`src/rtl/exwb_regfile.sv`:
```
// -----------------------------------------------------------------------------
// exwb_regfile
// Execute/write-back stage for KGP-miniRISC. Captures each ALU result and its
// {carry, zero, sign} flags into a one-entry EX/WB register, commits it one
// cycle later into the register file and flag register, and serves the two
// ALU operand read ports with forwarding from the pending entry.
//
// Ports
//   clk, rst_n            : clock, asynchronous active-low reset
//   rs_addr / rs_data     : read port A (combinational, forwarded)
//   rt_addr / rt_data     : read port B (combinational, forwarded)
//   ex_valid / ex_ready   : ALU result handshake (ex_ready combinational)
//   ex_dest, ex_wen,
//   ex_fen, ex_result,
//   ex_flags              : ALU result payload; flags [2] carry [1] zero [0] sign
//   wb_stall              : hold the EX/WB entry, suppress commit
//   flags_q               : committed flag register
//   wb_valid, wb_dest,
//   wb_data               : EX/WB entry state (trace/debug)
// -----------------------------------------------------------------------------
module exwb_regfile #(
    parameter int unsigned NREG = 32,
    parameter int unsigned W    = 32
) (
    input  logic          clk,
    input  logic          rst_n,

    input  logic [4:0]    rs_addr,
    input  logic [4:0]    rt_addr,
    output logic [W-1:0]  rs_data,
    output logic [W-1:0]  rt_data,

    input  logic          ex_valid,
    output logic          ex_ready,
    input  logic [4:0]    ex_dest,
    input  logic          ex_wen,
    input  logic          ex_fen,
    input  logic [W-1:0]  ex_result,
    input  logic [2:0]    ex_flags,

    input  logic          wb_stall,

    output logic [2:0]    flags_q,
    output logic          wb_valid,
    output logic [4:0]    wb_dest,
    output logic [W-1:0]  wb_data
);

    localparam int unsigned AW = 5;
    localparam int unsigned FW = 3;

    // EX/WB entry
    logic           r_wb_valid;
    logic           r_wb_wen;
    logic           r_wb_fen;
    logic [AW-1:0]  r_wb_dest;
    logic [W-1:0]   r_wb_data;
    logic [FW-1:0]  r_wb_flags;

    // Architectural state
    logic [W-1:0]   r_regs [NREG];
    logic [FW-1:0]  r_flags;

    logic           w_ready;
    logic           w_capture;
    logic           w_commit;
    logic           w_fwd_ok;

    // Handshake: an occupied entry blocks new results only while it is stalled.
    assign w_ready   = !r_wb_valid || !wb_stall;
    assign w_capture = ex_valid && w_ready;
    assign w_commit  = r_wb_valid && !wb_stall;
    assign w_fwd_ok  = r_wb_valid && r_wb_wen;

    // EX/WB pipeline register; commit and capture on the same edge simply
    // overwrite the entry, which gives one result per cycle.
    always_ff @(posedge clk or negedge rst_n) begin
        if (!rst_n) begin
            r_wb_valid <= 1'b0;
            r_wb_wen   <= 1'b0;
            r_wb_fen   <= 1'b0;
            r_wb_dest  <= '0;
            r_wb_data  <= '0;
            r_wb_flags <= '0;
        end else if (w_capture) begin
            r_wb_valid <= 1'b1;
            r_wb_wen   <= ex_wen;
            r_wb_fen   <= ex_fen;
            r_wb_dest  <= ex_dest;
            r_wb_data  <= ex_result;
            r_wb_flags <= ex_flags;
        end else if (w_commit) begin
            r_wb_valid <= 1'b0;
        end
    end

    // Register file commit; register 0 is never written.
    always_ff @(posedge clk or negedge rst_n) begin
        if (!rst_n) begin
            for (int unsigned i = 0; i < NREG; i++) begin
                r_regs[i] <= '0;
            end
        end else if (w_commit && r_wb_wen && (r_wb_dest != '0)) begin
            r_regs[r_wb_dest] <= r_wb_data;
        end
    end

    // Flag register commit; a dest-0 entry may still update flags.
    always_ff @(posedge clk or negedge rst_n) begin
        if (!rst_n) begin
            r_flags <= '0;
        end else if (w_commit && r_wb_fen) begin
            r_flags <= r_wb_flags;
        end
    end

    // Read port A: zero register, then forward from the pending entry, then array.
    always_comb begin
        rs_data = '0;
        if (rs_addr == '0) begin
            rs_data = '0;
        end else if (w_fwd_ok && (r_wb_dest == rs_addr)) begin
            rs_data = r_wb_data;
        end else begin
            rs_data = r_regs[rs_addr];
        end
    end

    // Read port B: same priority as port A.
    always_comb begin
        rt_data = '0;
        if (rt_addr == '0) begin
            rt_data = '0;
        end else if (w_fwd_ok && (r_wb_dest == rt_addr)) begin
            rt_data = r_wb_data;
        end else begin
            rt_data = r_regs[rt_addr];
        end
    end

    assign ex_ready = w_ready;
    assign flags_q  = r_flags;
    assign wb_valid = r_wb_valid;
    assign wb_dest  = r_wb_dest;
    assign wb_data  = r_wb_data;

endmodule

```
`config.mk`:
```
export PLATFORM = sky130hd
export DESIGN_NAME = exwb_regfile
export DESIGN_NICKNAME = d
export VERILOG_FILES = /design/src/rtl/exwb_regfile.sv
export SDC_FILE = /design/constraint.sdc
export NUM_CORES = 2
export LEC_CHECK = 0
export CAP_MARGIN = 20
export CORE_MARGIN = 5
export CORE_UTILIZATION = 55
export CTS_BUF_LIST = sky130_fd_sc_hd__clkbuf_4 sky130_fd_sc_hd__clkbuf_8
export DETAILED_ROUTE_END_ITERATION = 7
export PLACE_DENSITY = 0.72
export SYNTH_ARGS = -nofsm -noshare
export SYNTH_HDL_FRONTEND = slang
export SYNTH_SLANG_ARGS = --single-unit
```
`constraint.sdc`:
```
create_clock -name clk -period 2.4 [get_ports clk]
set_input_delay 0.24 -clock clk [delete_from_list [all_inputs] [get_ports clk]]
set_output_delay 0.24 -clock clk [all_outputs]
set_load 0.1 [all_outputs]
```
==> out/summary.md <==
Status
- finished, violations left — outcome
- negative setup slack — violated checks

Synth
- dfrtp_1 — most instantiated flip-flop cell in the synthesis netlist
- 4231 — net count of the mapped netlist
- 5.50% — fraction of the mapped netlist area in compound gates
- 100% — proportion of synthesized flip-flops having asynchronous set or reset
- 67 — Unique masters post-synth
- 40.7% — share of synthesized area spent on multiplexers
- 13.9 µm² — synthesized area divided by synthesized cell count
- 0 — synthesis warning total
- 0.0580 mm² — Post-Synthesis Cell Area
- 1070 — synthesized flop and latch total
- 46.2% — share of synthesized area occupied by flip-flops and latches
- multiplexers — largest family of logic cells by synthesized area
- 0% — share of synthesized cell area in full adder, half adder and majority cells
- 0 — number of synthesized flops with an enable pin
- 4175 — Mapped Cells
- 0.151% — fraction of synthesized cell area in xor and xnor cells
- 3.18% — basic-gate share of the synthesized area counting and, or, nand and nor cells

Clock network
- 3 — CTS max path bufs
- 70 ps — clock slew at the register clock pins of the worst setup and hold paths
- built — TritonCTS clock tree
- 1070 — # clock sinks
- 179 — CTS buffer count
- clkbuf_8 — Root Buffer
- 890 ps — clk_lat worst skew
- 4 — number of H-tree branching levels

Placed design
- 133 mm — post-DP HPWL
- 0.0671 mm² — instance area after placement
- 0.903 — global placer's final weighted congestion
- 161 — count of port buffers added during placement

STA
- 292 MHz — FMAX
- 68.3 ps — final-layout worst hold slack
- 142% — Final Cycle Share
- yes — RSZ-0062 raised after global routing
- 0 — Final Hold Fails
- 36.8% — slew margin rel.
- 0 — Pins Over Slew Limit
- -1020 ps — final setup slack of the worst path
- 3420 ps — minimum clock period after layout
- 945 ps — measured slew at the worst slew-check pin
- 64 — count of final setup violators
- 21.5 ps — worst clock skew on the final layout
- -56820 ps — final total negative setup slack

Drt
- 203 mm — total routed wirelength
- 32.5 µm — wire per inst
- 5049 — violation count after the first detailed-route iteration
- 0 — Antenna Violating Nets Remaining
- 6.84 — via count normalized by instance count
- 5 — detailed-router iteration count before antenna repair
- 42.7k — count of vias placed by the detailed router
- 0 — number of design rule violations left after detail routing

Finish
- 24.8% — growth of design area from synthesis to finish
- 7164 — count of fill cells added during filler insertion
- 4763 — fin nets
- 0.0268 mm² — sequential standard cell area
- 0.0723 mm² — final non-filler cell area
- 0.0304 mm² — area of combinational cells with multiple inputs
- 1061 x mux2_2, 1061 x dfrtp_1, 439 x buf_4 — commonest cells after routing, fill and taps aside
- 55.0% — share of post-route cells with drive strength above 1

Power
- 28.9% — combinational share of power
- 0.0333 µW — Leakage
- 0.810 mV — Worst IR Drop VDD
- 32.5% — Net Sw Frac
- 19500 µW — switching component of the power
- 28.7% — part of the total power dissipated in the clock network
- 42.4% — part of the power in registers
- 40500 µW — Internal Power
- 829 mW/mm² — PD cells

Setup path
- 10 ps — reg-to-reg slack, setup
- wb_dest[0] — startpoint of the worst-slack reg-to-reg timing path
- buf_12 — Crit path top cell by count
- 490 ps — biggest cell delay along the critical path
- 7 — depth of the most critical reg-to-reg path
- reg -> out — critical path class
- xor2_2 > nor4_4 > buf_4 > nand3_4 > buf_12 > nand2_4 > buf_6 > nor3_1 > a311o_2 > buf_12 — sequence of cells on the critical path
- 2160 ps — required time of the critical path
- r_regs[489] — Reg-to-Reg End
- primary output — kind of capture point of the worst setup path
- register — crit path launch type
- 5 — Crit Path Max Fanout
- dfrtp_4 — slowest stage cell, crit path
- 3180 ps — critical path data arrival time

Floorplan
- 119 — number of core rows
- 162 — ports placed on the boundary
- 335 µm — width of the die
- 55.2% — starting density of the core
- 335 µm — DIE HEIGHT
- 0.112 mm² — Die Area
- 0.105 mm² — core region area

Global routing
- 36.0% — total routing resource utilization after global routing
- 116 — pin count of the biggest net entering global routing
- 0 — overflow left after global routing
- 44.0k — via count of the first global-routing pass
- 2 — initial antenna violation count
- 298 mm — first-pass GRT wire length

Worst hold path
- 2 — Hold Path Depth
- wb_data[26] — Worst Hold End
- ex_result[26] — Hold Path Origin
- in -> reg — worst min-delay path class

Job
- 0 — max-cap viol count

state kept, by name, summed over array words and instances (netlist names):
signal	flops
flags_q	3
r_regs	1024
r_wb_fen	1
r_wb_flags	3
r_wb_wen	1
wb_data	32
wb_dest	5
wb_valid	1
timing repair:
item / 4_1_cts / 5_1_grt
pin swaps: 23 / 19
setup buffers: 24 / 10
hold buffers: 43 / 1
resized for setup: 112 / 53
setup endpoints to repair: 65 / 333
hold endpoints to repair: 1028 / 1
cloned: 3 / 0
area by class of cell:
cell class,instances,area share (%)
inverters,7,0.0415
diodes,2,0.00692
clock buffers,289,4.87
well taps,1391,2.41
repair buffers,808,13.3
clock inverters,30,0.370
flip-flops and latches,1070,37.1
multi-input cells,2641,42.0
cells in the mapped netlist, drive strengths merged, types with 4 or more instances:
library cell  instances  area share, %
a211oi               33           0.43
nor4                  4          0.065
o22ai                15           0.16
a221oi               98            1.5
nand2b               22           0.24
xor2                  4          0.060
nand3                33           0.28
mux4                328             13
clkbuf              237            1.5
dfrtp              1070             46
o221ai               14           0.21
nor2                 74           0.48
mux2               1065             21
nor3                 68           0.59
xnor2                 6          0.091
nor3b                 7          0.091
a31oi                 7          0.076
a221o                18           0.31
inv                   5          0.032
or2                   5          0.054
o221a                 5          0.097
o21ai                63           0.54
a311o                 4          0.069
buf                 220            2.7
and3                 13           0.14
mux2i               423            7.3
nand2                93           0.60
nor2b                18           0.19
or3                   5          0.054
o2111ai               7           0.11
a21oi                75           0.65
nand4                22           0.24
a22oi                63           0.82
and2                 10           0.11
a311oi                5          0.076
metrics by stage:
stage	total power, µW	setup slack, ps	cells	util [%]
2_1_floorplan	36300	-494	4175	-
3_3_place_gp	41700	-470	5856	64.0
3_5_place_dp	42300	-477	5856	64.0
4_1_cts	59800	-1050	6240	68.8
5_1_grt	62300	-1080	6237	68.9
6_report	60000	-1020	6238	68.9
layer usage:
layer  global-route usage, %  up-vias  wire, µm
li1                        -    17095         -
met1                    47.8    22363     77600
met2                    54.6     2536     92000
met3                    10.2      689     21200
met4                    18.3        0     12200
met5                       0        -         0
critical path, delay by kind of cell, from the launching register on:
| family | cells | cell delay, ps |
|---|---|---|
| buffers and inverters | 4 | 680 |
| flip-flops | 1 | 490 |
| AND/OR/NAND/NOR | 4 | 490 |
| AO/OA/AOI/OAI | 1 | 430 |
| XOR/XNOR | 1 | 190 |
how the worst max path moves through the flow:
stage / from / to / slack, ps / cells past startpoint
floorplan: wb_dest[4] / rt_data[20] / -490 / 8
global placement: rt_addr[0] / rt_data[15] / -470 / 9
detailed placement: rt_addr[0] / rt_data[0] / -480 / 8
CTS: wb_dest[2] / rt_data[10] / -1050 / 10
global route: wb_dest[0] / rt_data[5] / -1080 / 12
finish: wb_dest[2] / rt_data[10] / -1020 / 10
kinds of logic (layout without fill, tap and decap cells):
family	Yosys count	count (layout)
multiplexers	1816	1816
AO/OA/AOI/OAI	438	438
AND/OR/NAND/NOR	377	377
XOR/XNOR	10	10
other	0	2
buffers and inverters	464	1134
flip-flops	1070	1070
power groups by stage:
stage                     Combinational (µW)  Clock, µW  Sequential [µW]
final                                  17300      17200            25500
after global routing                   18300      18200            25800
after CTS                              17200      17400            25200
after detailed placement               16800          0            25500
after global placement                 16400          0            25200
after floorplan                        11100          0            25200
Note: power is estimated with default switching activity, not from simulation.
